**src/rtl/scroll_arbiter.sv**
```systemverilog
// -----------------------------------------------------------------------------
// scroll_arbiter
//
// Purpose:
//   Shares one 2-bit HEX scroll position between two button-pair requesters.
//   Key presses are edge detected, each requester holds one pending step
//   (latest press wins), steps are granted round-robin, and every grant is
//   followed by a programmable cooldown during which no further step is
//   applied. The block owns the position register.
//
// Build option:
//   SCROLL_WRAP_EN  defined   -> position wraps (3 -> 0 right, 0 -> 3 left)
//                   undefined -> position saturates at 0 and 3 (default)
//
// Parameters:
//   COOLDOWN  idle cycles after each grant before the next grant (0..15)
//
// Ports:
//   clk       in   system clock, rising edge
//   reset     in   asynchronous active-high reset
//   l0, r0    in   requester 0 left/right keys (synchronized levels)
//   l1, r1    in   requester 1 left/right keys (synchronized levels)
//   pos       out  current scroll position 0..3 (registered)
//   grant     out  one-hot, one-cycle pulse naming the granted requester
//   step      out  one-cycle pulse coincident with any grant bit
//   step_dir  out  direction of the granted step (1 = right), 0 when idle
//   busy      out  high while the cooldown is running
// -----------------------------------------------------------------------------
`timescale 1ns/1ps

module scroll_arbiter #(
  parameter int unsigned COOLDOWN = 4
) (
  input  logic       clk,
  input  logic       reset,
  input  logic       l0,
  input  logic       r0,
  input  logic       l1,
  input  logic       r1,
  output logic [1:0] pos,
  output logic [1:0] grant,
  output logic       step,
  output logic       step_dir,
  output logic       busy
);

  localparam logic [3:0] CD = 4'(COOLDOWN);

  typedef enum logic {ST_IDLE, ST_COOL} state_t;

  state_t     r_state;
  logic [3:0] r_cnt;
  logic       r_rr;
  logic [1:0] r_pos;
  logic [1:0] r_grant;
  logic       r_step;
  logic       r_step_dir;
  logic       r_busy;

  logic [1:0] r_prev_l;
  logic [1:0] r_prev_r;
  logic [1:0] r_pend_vld;
  logic [1:0] r_pend_dir;

  logic [1:0] w_key_l;
  logic [1:0] w_key_r;
  logic [1:0] w_rise_l;
  logic [1:0] w_rise_r;
  logic [1:0] w_req_vld;
  logic [1:0] w_req_dir;
  logic [1:0] w_pend_vld_next;
  logic [1:0] w_pend_dir_next;

  logic       w_do_grant;
  logic       w_win_idx;
  logic       w_win_dir;
  logic [1:0] w_win_oh;
  logic [1:0] w_pos_next;

  assign w_key_l = {l1, l0};
  assign w_key_r = {r1, r0};

  // Per-requester edge detect, request decode and pending-slot update.
  generate
    for (genvar gi = 0; gi < 2; gi++) begin : g_req
      assign w_rise_l[gi]  = w_key_l[gi] & ~r_prev_l[gi];
      assign w_rise_r[gi]  = w_key_r[gi] & ~r_prev_r[gi];
      // Both keys rising together cancel out: only a lone edge is a request.
      assign w_req_vld[gi] = w_rise_l[gi] ^ w_rise_r[gi];
      assign w_req_dir[gi] = w_rise_r[gi];
      // A grant clears the slot, but a request on the same edge re-arms it.
      assign w_pend_vld_next[gi] = w_req_vld[gi] | (r_pend_vld[gi] & ~w_win_oh[gi]);
      assign w_pend_dir_next[gi] = w_req_vld[gi] ? w_req_dir[gi] : r_pend_dir[gi];
    end
  endgenerate

  always_ff @(posedge clk or posedge reset) begin
    if (reset) begin
      r_prev_l   <= '0;
      r_prev_r   <= '0;
      r_pend_vld <= '0;
      r_pend_dir <= '0;
    end else begin
      r_prev_l   <= w_key_l;
      r_prev_r   <= w_key_r;
      r_pend_vld <= w_pend_vld_next;
      r_pend_dir <= w_pend_dir_next;
    end
  end

  // Grant decision: the round-robin favourite wins if it has a step pending.
  always_comb begin
    w_do_grant = (r_state == ST_IDLE) && (|r_pend_vld);
    w_win_idx  = r_pend_vld[r_rr] ? r_rr : ~r_rr;
    w_win_dir  = r_pend_dir[w_win_idx];
    w_win_oh   = '0;
    if (w_do_grant) begin
      w_win_oh[w_win_idx] = 1'b1;
    end
  end

  // Position after applying the winning step.
  always_comb begin
`ifdef SCROLL_WRAP_EN
    w_pos_next = w_win_dir ? (r_pos + 2'd1) : (r_pos - 2'd1);
`else
    if (w_win_dir) begin
      w_pos_next = (r_pos == 2'd3) ? r_pos : (r_pos + 2'd1);
    end else begin
      w_pos_next = (r_pos == 2'd0) ? r_pos : (r_pos - 2'd1);
    end
`endif
  end

  // Arbiter FSM with registered outputs.
  always_ff @(posedge clk or posedge reset) begin
    if (reset) begin
      r_state    <= ST_IDLE;
      r_cnt      <= '0;
      r_rr       <= 1'b0;
      r_pos      <= '0;
      r_grant    <= '0;
      r_step     <= 1'b0;
      r_step_dir <= 1'b0;
      r_busy     <= 1'b0;
    end else begin
      r_grant    <= w_win_oh;
      r_step     <= w_do_grant;
      r_step_dir <= w_do_grant & w_win_dir;
      case (r_state)
        ST_IDLE: begin
          if (w_do_grant) begin
            r_pos <= w_pos_next;
            r_rr  <= ~w_win_idx;
            r_cnt <= CD;
            if (CD != 4'd0) begin
              r_state <= ST_COOL;
              r_busy  <= 1'b1;
            end
          end
        end
        ST_COOL: begin
          r_cnt <= r_cnt - 4'd1;
          // Counter reaches zero on this edge: the next edge may grant.
          if (r_cnt <= 4'd1) begin
            r_state <= ST_IDLE;
            r_busy  <= 1'b0;
          end
        end
        default: begin
          r_state <= ST_IDLE;
          r_busy  <= 1'b0;
        end
      endcase
    end
  end

  assign pos      = r_pos;
  assign grant    = r_grant;
  assign step     = r_step;
  assign step_dir = r_step_dir;
  assign busy     = r_busy;

endmodule

```
**config.mk**
```make
export PLATFORM = sky130hd
export DESIGN_NAME = scroll_arbiter
export DESIGN_NICKNAME = d
export VERILOG_FILES = /design/src/rtl/scroll_arbiter.sv
export SDC_FILE = /design/constraint.sdc
export NUM_CORES = 1
export LEC_CHECK = 0
export CAP_MARGIN = 10
export CELL_PAD_IN_SITES_DETAIL_PLACEMENT = 1
export CELL_PAD_IN_SITES_GLOBAL_PLACEMENT = 1
export CORE_ASPECT_RATIO = 1.75
export CORE_MARGIN = 1
export CORE_UTILIZATION = 35
export CTS_CLUSTER_DIAMETER = 200
export DETAILED_ROUTE_END_ITERATION = 10
export DONT_BUFFER_PORTS = 1
export PLACE_DENSITY_LB_ADDON = 0.08
export SLEW_MARGIN = 20
export SYNTH_ARGS = -nofsm -noshare
export SYNTH_HDL_FRONTEND = slang
export SYNTH_SLANG_ARGS = --single-unit
```
**constraint.sdc**
```tcl
create_clock -name clk -period 1.4 [get_ports clk]
set_input_delay 0.35 -clock clk [delete_from_list [all_inputs] [get_ports clk]]
set_output_delay 0.35 -clock clk [all_outputs]
set_load 0.005 [all_outputs]
```
==> metrics.yaml <==
postCtsSetupRepairBufs: 0
drc_errors: 0
synth_seq_cells: 21
io-pin-count: 13
tns_ps: 0
cp.required_ps: 1550
antenna_found_initial: 0
cts-root-buf: "clkbuf_8"
initial_utilization_pct: 36.9
worstSetupStartpointType: "flop"
dpl.hpwl_mm: 1.21
syn_area_per_cell_um2: 10.9
dieArea_mm2: 0.00264
vias: 565
hp-class: "input port to asynchronous set/reset pin"
core_area_mm2: 0.00230
clk-insertion-delay-late_ps: 270
cts_buffer_depth: 2
max_freq_mhz: 794
syn_inst: 78
cp_max_fo: 4
cts_resized: 0
holdWs_ps: -6.16
postRouteAntennaNets: 0
synth_cell_types: 24
hold_viol: 16
final_cell_area_um2: 957
critical_path_class: "flop to flop"
setup_viol: 0
yosysWarnings: 0
fin_skew_ps: 7.35
grt_remaining_overflow: 0
syn-num-nets: 86
placed_area_um2: 911
worstPathArrival_ps: 1410
finalWeightedCongestion: 0.703
cts_sinks: 21
crit_path_top_delay_cell: "dfrtp_1"
viasPerCell: 5.09
grt_pass1_wl_mm: 2.52
cp_top_family: "multiplexers"
finalCritPeriodShare_pct: 90.0
cp_slowest_stage_delay_ps: 410
syn_area_um2: 850
cap_violations: 0
num_rows: 23
ir_drop_uv: 790
dr.pass1.iters: 2
maxSlewHeadroom_pct: 78.2
clkTransAtPathRegs_ps: 80
wirelength_mm: 1.55
worstMarginPinSlew_ps: 324
path_cells: "mux2i_4 > mux2i_1 > a21oi_1"
p_per_area_mw_per_mm2: 2100
cts_tree: "yes"
numCtsBuffers: 3
wl_per_cell_um: 13.9
ctsHtreeMaxLevel: 1
finalNetCount: 95
path_buf_inv: 0
maxSlewViolCount: 0
numPortBuffers: 0
drive_above_1_share_pct: 17.4
rsz0062_at_grt: "no"
violations: "hold timing"
grt_pass1_vias: 587
outcome: "finished with violations"
drt-initial-drc-count: 3
hold_buffers: 0
fp.dieW_um: 39.2
die_h_um: 67.2
p_leak_nw: 0.446
worstSetupEndpointType: "flop"
min_period_ps: 1260
synth_seq_area_share_pct: 61.9
antenna_cells: 0
areaGrowthSynthToFinish_pct: 12.7
grt_use_total_pct: 14.8
grt_max_degree: 22
## registers in the layout (all words and copies together) (netlist names)
name	cells
r_pend_vld	2
r_prev_l	2
step_dir	1
r_rr	1
r_state	1
step	1
r_pend_dir	2
r_prev_r	2
pos	2
busy	1
r_cnt	4
grant	2
## Yosys cell counts
master,instances,share of area (%)
inv_2,3,1.3
mux2i_4,1,2.7
a21oi_1,5,2.9
dfrtp_1,21,62
and2_1,1,0.74
nor3_1,2,1.2
inv_1,5,2.2
nor4_1,1,0.74
nor2b_1,2,1.5
o21ai_0,3,1.8
or3_1,1,0.74
nor2_1,10,4.4
o21ai_2,1,1.0
xnor2_1,1,1.0
mux2i_1,1,1.2
or2_2,1,0.74
nand3_1,1,0.59
nand2_1,7,3.1
ha_1,2,2.9
a221oi_2,1,1.8
o21ai_1,4,2.4
o22ai_1,1,0.74
nand2b_1,2,1.5
xor2_1,1,1.0
## final cells by class
type                            count  area [um2]
Multi-Input combinational cell     49         294
Tap cell                           25        31.3
Inverter                            8        30.0
Clock buffer                        3        41.3
Fill cell                         278        1350
Sequential cell                    21         526
Timing Repair Buffer                4        30.0
Clock inverter                      1        5.00
## metrics by stage
stage	power [mW]	util [%]	worst slack [ps]	instances
floorplan	1.44	-	213	78
global placement	1.63	39.6	168	107
detailed placement	1.65	39.6	135	107
CTS	2.05	41.6	123	111
global route	2.17	41.6	4.48	111
finish	2.01	41.6	140	111
## routing by layer
layer	track usage [%]	wire (um)	vias up
met3	1.97	27	5
met2	25.0	894	7
met4	11.6	53	0
met5	0	0	-
met1	15.5	573	281
li1	-	-	272
## report_power, final
group          leakage, nW  internal, mW  switching (mW)
logic                0.170         0.291           0.345
clock network       0.0255         0.199           0.202
registers            0.250         0.802           0.172
## logic make-up after synthesis
family,after synthesis,synth area share (%)
buffers and inverters,8,3.53
DFF,21,61.9
AOI/OAI and AO/OA,15,10.6
adders and majority gates,2,2.95
muxes,2,3.83
xor gates and xnor gates,2,2.06
and+or+nand+nor,28,15.2
## cell usage in the layout (no fill, tap or decap)
cell | synthesis | final
a21oi_1 | 5 | 5
a221oi_2 | 1 | 1
and2_1 | 1 | 1
buf_4 | 0 | 4
clkbuf_8 | 0 | 3
clkinv_2 | 0 | 1
dfrtp_1 | 21 | 21
ha_1 | 2 | 2
inv_1 | 5 | 5
inv_2 | 3 | 3
mux2i_1 | 1 | 1
mux2i_4 | 1 | 1
nand2_1 | 7 | 7
nand2b_1 | 2 | 2
nand3_1 | 1 | 1
nor2_1 | 10 | 10
nor2b_1 | 2 | 2
nor3_1 | 2 | 2
nor4_1 | 1 | 1
o21ai_0 | 3 | 3
o21ai_1 | 4 | 4
o21ai_2 | 1 | 1
o22ai_1 | 1 | 1
or2_2 | 1 | 1
or3_1 | 1 | 1
xnor2_1 | 1 | 1
xor2_1 | 1 | 1
## worst reg2reg max path: cells and delay by family (launching register included)
| kind | cells | cell delay [ps] |
|---|---|---|
| flops | 1 | 410 |
| compound gates | 1 | 110 |
| mux | 2 | 620 |
## worst paths after layout
path | cells past startpoint | start | slack, ps | endpoint
setup / recovery | 3 | r_rr | 140 | pos[1]
hold / removal | 2 | reset | -6 | r_pend_dir[1]
setup reg to reg | 3 | r_rr | 140 | pos[1]
hold reg to reg | 2 | r_cnt[1] | 510 | r_cnt[1]
max in group asynchronous | 2 | reset | 1190 | r_prev_l[1]
min in group clk | 0 | l0 | 110 | r_prev_l[0]
Note: power is estimated with default switching activity, not from simulation.
